===== src/rtl/clk_down_pkg.sv =====
// Shared types and constants for the multi-channel fast-to-slow transfer block.
package clk_down_pkg;

  // LATEST keeps only the newest word per channel; FIFO queues words with backpressure.
  typedef enum logic {
    XFER_LATEST = 1'b0,
    XFER_FIFO   = 1'b1
  } xfer_mode_e;

  // Number of flops that resynchronise slow_clk before the edge-detect flop.
  localparam int SYNC_STAGES = 2;

endpackage


===== src/rtl/clk_down_chan.sv =====
// One transfer channel: buffers words from a fast producer and presents one word
// on outdata at each shared tick (detected slow_clk falling edge).
//
// Handshake: a word is taken on a clock edge where in_valid & in_ready are both 1.
// in_valid may be asserted at any time and need not wait for in_ready; in_ready
// never depends on in_valid. in_ready is 0 whenever reset is high.
module clk_down_chan
  import clk_down_pkg::*;
#(
  parameter int         WIDTH = 32,
  parameter int         DEPTH = 4,
  parameter xfer_mode_e MODE  = XFER_LATEST
) (
  input  logic             inclk,
  input  logic             reset,
  input  logic             tick,
  input  logic             in_valid,
  output logic             in_ready,
  input  logic [WIDTH-1:0] indata,
  output logic [WIDTH-1:0] outdata,
  output logic             out_valid,
  output logic             lost
);

  localparam int AW = (DEPTH > 1) ? $clog2(DEPTH) : 1;

  generate
    if (MODE == XFER_LATEST) begin : g_latest

      logic [WIDTH-1:0] hold_q, hold_d;
      logic             hold_valid_q, hold_valid_d;
      logic             pend_q, pend_d;
      logic             lost_q, lost_d;
      logic [WIDTH-1:0] out_q, out_d;
      logic             out_valid_q, out_valid_d;
      logic             accept;

      assign in_ready = ~reset;
      assign accept   = in_valid & in_ready;

      // Next state: tick moves the held word out; an accept replaces the held word and
      // flags loss only if the previous word was never transferred.
      always_comb begin
        hold_d       = hold_q;
        hold_valid_d = hold_valid_q;
        pend_d       = pend_q;
        lost_d       = lost_q;
        out_d        = out_q;
        out_valid_d  = out_valid_q;
        if (tick) begin
          out_d       = hold_q;
          out_valid_d = hold_valid_q;
          pend_d      = 1'b0;
        end
        if (accept) begin
          hold_d       = indata;
          hold_valid_d = 1'b1;
          pend_d       = 1'b1;
          if (pend_q && !tick) begin
            lost_d = 1'b1;
          end
        end
      end

      // State registers with synchronous reset.
      always_ff @(posedge inclk) begin
        if (reset) begin
          hold_q       <= '0;
          hold_valid_q <= 1'b0;
          pend_q       <= 1'b0;
          lost_q       <= 1'b0;
          out_q        <= '0;
          out_valid_q  <= 1'b0;
        end else begin
          hold_q       <= hold_d;
          hold_valid_q <= hold_valid_d;
          pend_q       <= pend_d;
          lost_q       <= lost_d;
          out_q        <= out_d;
          out_valid_q  <= out_valid_d;
        end
      end

      assign outdata   = out_q;
      assign out_valid = out_valid_q;
      assign lost      = lost_q;

    end else begin : g_fifo

      logic [AW:0]      wr_q, wr_d;
      logic [AW:0]      rd_q, rd_d;
      logic [WIDTH-1:0] mem_q [DEPTH];
      logic [WIDTH-1:0] mem_d [DEPTH];
      logic [WIDTH-1:0] out_q, out_d;
      logic             out_valid_q, out_valid_d;
      logic             empty, full, push;

      // The extra pointer MSB distinguishes full from empty when the indices match.
      assign empty    = (wr_q == rd_q);
      assign full     = (wr_q[AW] != rd_q[AW]) && (wr_q[AW-1:0] == rd_q[AW-1:0]);
      assign in_ready = ~full & ~reset;
      assign push     = in_valid & in_ready;

      // Next state: push writes at wr; a tick pops from rd only if the FIFO was
      // non-empty before this edge, so a same-cycle push into an empty FIFO waits a tick.
      always_comb begin
        mem_d       = mem_q;
        wr_d        = wr_q;
        rd_d        = rd_q;
        out_d       = out_q;
        out_valid_d = out_valid_q;
        if (push) begin
          mem_d[wr_q[AW-1:0]] = indata;
          wr_d                = wr_q + (AW+1)'(1);
        end
        if (tick) begin
          out_valid_d = ~empty;
          if (!empty) begin
            out_d = mem_q[rd_q[AW-1:0]];
            rd_d  = rd_q + (AW+1)'(1);
          end
        end
      end

      // Pointer and output registers with synchronous reset.
      always_ff @(posedge inclk) begin
        if (reset) begin
          wr_q        <= '0;
          rd_q        <= '0;
          out_q       <= '0;
          out_valid_q <= 1'b0;
        end else begin
          wr_q        <= wr_d;
          rd_q        <= rd_d;
          out_q       <= out_d;
          out_valid_q <= out_valid_d;
        end
      end

      // Storage array; contents are don't-care while the pointers say empty.
      always_ff @(posedge inclk) begin
        mem_q <= mem_d;
      end

      assign outdata   = out_q;
      assign out_valid = out_valid_q;
      assign lost      = 1'b0;

    end
  endgenerate

endmodule


===== src/rtl/clk_down_mc.sv =====
// Multi-channel fast-to-slow transfer: slow_clk is sampled as data, its falling
// edge produces a one-cycle tick shared by all independent channels.
module clk_down_mc
  import clk_down_pkg::*;
#(
  parameter int         WIDTH = 32,
  parameter int         NCH   = 4,
  parameter int         DEPTH = 4,
  parameter xfer_mode_e MODE  = XFER_LATEST
) (
  input  logic                 inclk,
  input  logic                 reset,
  input  logic                 slow_clk,
  input  logic [NCH-1:0]       in_valid,
  output logic [NCH-1:0]       in_ready,
  input  logic [NCH*WIDTH-1:0] indata,
  output logic [NCH*WIDTH-1:0] outdata,
  output logic [NCH-1:0]       out_valid,
  output logic                 out_tick,
  output logic [NCH-1:0]       lost
);

  // sync_q[0..SYNC_STAGES-1] resynchronise slow_clk; the top bit is the delayed copy
  // used for falling-edge detection. Reset to 0 means a high slow_clk at reset exit
  // must fall before any tick can appear.
  logic [SYNC_STAGES:0] sync_q, sync_d;
  logic                 tick;

  // Shift slow_clk into the synchronizer chain.
  always_comb begin
    sync_d = {sync_q[SYNC_STAGES-1:0], slow_clk};
  end

  // Synchronizer registers with synchronous reset.
  always_ff @(posedge inclk) begin
    if (reset) begin
      sync_q <= '0;
    end else begin
      sync_q <= sync_d;
    end
  end

  assign tick     = sync_q[SYNC_STAGES] & ~sync_q[SYNC_STAGES-1];
  assign out_tick = tick;

  generate
    for (genvar c = 0; c < NCH; c++) begin : g_chan
      clk_down_chan #(
        .WIDTH (WIDTH),
        .DEPTH (DEPTH),
        .MODE  (MODE)
      ) u_chan (
        .inclk     (inclk),
        .reset     (reset),
        .tick      (tick),
        .in_valid  (in_valid[c]),
        .in_ready  (in_ready[c]),
        .indata    (indata[c*WIDTH +: WIDTH]),
        .outdata   (outdata[c*WIDTH +: WIDTH]),
        .out_valid (out_valid[c]),
        .lost      (lost[c])
      );
    end
  endgenerate

endmodule


===== config.mk =====
export PLATFORM = sky130hd
export DESIGN_NAME = clk_down_mc
export DESIGN_NICKNAME = d
export VERILOG_FILES = /design/src/rtl/clk_down_pkg.sv /design/src/rtl/clk_down_chan.sv /design/src/rtl/clk_down_mc.sv
export SDC_FILE = /design/constraint.sdc
export NUM_CORES = 1
export LEC_CHECK = 0
export BUFFER_PORTS_ARGS = -buffer_cell sky130_fd_sc_hd__buf_2
export CAP_MARGIN = 20
export CORE_UTILIZATION = 37
export CTS_BUF_LIST = sky130_fd_sc_hd__clkbuf_8
export DETAILED_ROUTE_END_ITERATION = 12
export PLACE_DENSITY_LB_ADDON = 0.1
export SYNTH_ARGS = -nofsm -noshare
export SYNTH_HDL_FRONTEND = slang
export SYNTH_HIERARCHICAL = 1
export SYNTH_SLANG_ARGS = --single-unit

===== constraint.sdc =====
create_clock -name inclk -period 1.3 [get_ports inclk]
set_input_delay 0.13 -clock inclk [delete_from_list [all_inputs] [get_ports inclk]]
set_output_delay 0.13 -clock inclk [all_outputs]
set_load 0.03 [all_outputs]

==> impl_metrics.yaml <==
worst_setup_path:
  start_kind: "register"
  crit_required_ns: 1.17
  reg2regPathDepth: 6
  worst-setup-path-type: "register to output pin"
  worstSetupEndpointType: "output pin"
  cp_data_arrival_time_ns: 1.42
  rr_endpoint: "g_chan[0].u_chan/outdata[5]"
  worstPathMaxFanout: 2
  worstReg2RegStart: "sync_q[1]"
  r2r_slack_ns: -0.24
floorplan:
  die_area_um2: 27790
  rows: 59
  coreArea_um2: 26350
  initial_core_util_pct: 38.09
  die_x_um: 166.7
  boundaryPins: 276
  dieHeight_um: 166.7
status:
  status: "finished with violations"
  violations: "setup timing"
clock_tree:
  htree_levels: 2
  ctsLongestPathBuffers: 3
  worstSkewPairLatency_ns: 0.53
  cts_sinks: 275
  cts-buffers-inserted: 46
  clk_root_buffer_cell: "clkbuf_8"
  cts_tree: "yes"
  path_clk_slew_ns: 0.06
global_routing:
  grt_pass1_vias: 7521
  grt.overflow.total: 0
  grt_pass1_wl_um: 38270
  track_usage_pct: 16.81
  grt_max_degree: 44
  antenna_found_initial: 0
sta:
  fin_worst_hold_slack_ns: 0.04027
  skew_ns: 0.01236
  relSlewSlack_pct: 68.06
  worst_slack_ns: -0.2537
  fmax_mhz: 643.6
  fin_crit_ns: 1.554
  rsz0062_at_grt: "true"
  tightest_slew_ns: 0.4775
  finalHoldViolations: 0
  maxSlewViolCount: 0
  setup_viol: 137
  finalCritPeriodShare_pct: 119.5
power:
  ir_drop_mv: 0.9012
  power_density_nw_per_um2: 1240
  leakagePower_nw: 6.644
cells_and_area:
  final_nets: 1487
  ff_latch_area_um2: 5507
  final-instance-count-excl-fill: 1717
  layout_common_cells: "274 x dfxtp_1, 272 x buf_2, 268 x nor2_1"
  multi_input_area_um2: 3796
  diodes: 0
  design_area_um2: 14340
  nFillCells: 2438
  layout_commonest_cell: "dfxtp_1"
  drive_gt1_share_pct: 29.09
  area_growth_pct: 42.82
  final_util_pct: 54.39
place:
  hpwl_um: 15000
  dp_slack_ns: 0.0004927
  dp_cells: 1480
  place_congestion: 0.7363
  io_buffer_count: 275
  placed_cell_area_um2: 11690
worst_hold_path:
  holdPathEnd: "g_chan[1].u_chan/g_latest.hold_q[29]"
  min_delay_path_depth: 3
  hold_start: "in_valid[1]"
  hold_path_class: "input port to register"
synthesis:
  synth_seq_cells: 275
  yosys_warnings: 6
  synth_area_um2: 10040
  yosysTopAreaCell: "dfxtp_1"
  yosysTopAreaCellShare_pct: 54.85
  yosysUniqueCellTypes: 14
  netlist_instances: 895
  syn_avg_cell_area_um2: 11.21
  ys_top_cells_by_area: "dfxtp_1 55%, mux2i_1 26%, nor2_1 10%"
  ys_seq_area_share_pct: 54.85
  syn_nets: 1030
route:
  drc_errors: 0
  vias_per_cell: 4.432
  ant_nets: 0
  drt_iter0_drc: 220
  wl_per_cell_um: 13.88
  dr.pass1.iters: 4
  totalWireLength_um: 23840
  vias: 7609
flow_run:
  drv_cap: 0
## flip-flops by register name (all words and copies together), names as in the netlist
register,flops
g_chan.u_chan/outdata,128
sync_q,3
g_chan.u_chan/lost,4
g_chan.u_chan/out_valid,4
g_chan.u_chan/g_latest.hold_q,128
g_chan.u_chan/g_latest.hold_valid_q,4
g_chan.u_chan/g_latest.pend_q,4
## critical path, cell delays in order, from the launching register on
cell     delay, ns
dfxtp_2       0.31
and2b_4       0.26
buf_12        0.11
buf_12        0.10
buf_8         0.11
## repair_timing
item | in CTS | in global routing
hold buffers | 143 | 0
buffers inserted | 7 | 3
pin swaps | 0 | 1
cloned | 4 | 2
hold endpoints to repair | 138 | 0
resized for setup | 10 | 6
setup endpoints to repair | 26 | 141
## cell type report
cell class | instances | share of cell area, %
flip-flops and latches | 275 | 38.41
multi-input cells | 548 | 26.48
repair buffers | 473 | 25.92
clock buffers | 57 | 5.473
well taps | 335 | 2.924
clock inverters | 21 | 0.5761
inverters | 8 | 0.2095
## routing by layer
metal	share of wire, %	vias up	wire length [um]	track usage, %
met5	0	-	0	0
met4	1.8	0	440	5.596
met1	47	3472	11160	21.30
met3	6.2	42	1481	4.396
met2	45	213	10760	27.71
li1	-	3882	-	-
## cells by family (layout without fill, tap and decap cells)
logic type / after synthesis / after routing / synth area share, %
DFF: 275 / 275 / 54.85
AOI/OAI and AO/OA: 8 / 8 / 0.6981
and+or+nand+nor: 280 / 280 / 10.80
buffers and inverters: 72 / 559 / 7.729
muxes: 260 / 260 / 25.93
## worst max-delay path by stage
| stage | from | to | slack (ns) | cells after the start |
|---|---|---|---|---|
| 6_report | sync_q[1] | out_tick | -0.25 | 4 |
| 5_1_grt | sync_q[1] | out_tick | -0.33 | 4 |
| 4_1_cts | sync_q[1] | out_tick | -0.29 | 4 |
| 3_5_place_dp | sync_q[1] | g_chan[2].u_chan/outdata[24] | 0.0005 | 5 |
| 3_3_place_gp | sync_q[1] | g_chan[1].u_chan/outdata[17] | 0.02 | 5 |
| 2_1_floorplan | sync_q[1] | g_chan[0].u_chan/outdata[10] | 0.03 | 5 |
## report_power, final
group	switching (mW)	internal [mW]
Sequential	0.146	8.74
Combinational	0.782	0.974
Clock	3.23	3.91
Total	4.16	13.6
## stage by stage
stage | setup TNS (ns) | power, mW
5_1_grt | -29.66 | 18.70
2_1_floorplan | 0 | 9.993
3_5_place_dp | 0 | 10.40
4_1_cts | -19.77 | 18.07
6_report | -19.02 | 17.78
3_3_place_gp | 0 | 10.39
## cells in the mapped netlist (all sizes together)
| master | instances |
|---|---|
| inv | 8 |
| dfxtp | 275 |
| o31ai | 4 |
| mux2i | 260 |
| nor2b | 3 |
| and2b | 1 |
| nor2 | 268 |
| nand2b | 8 |
| a21oi | 4 |
| buf | 48 |
| clkbuf | 16 |
Note: power is estimated with default switching activity, not from simulation.
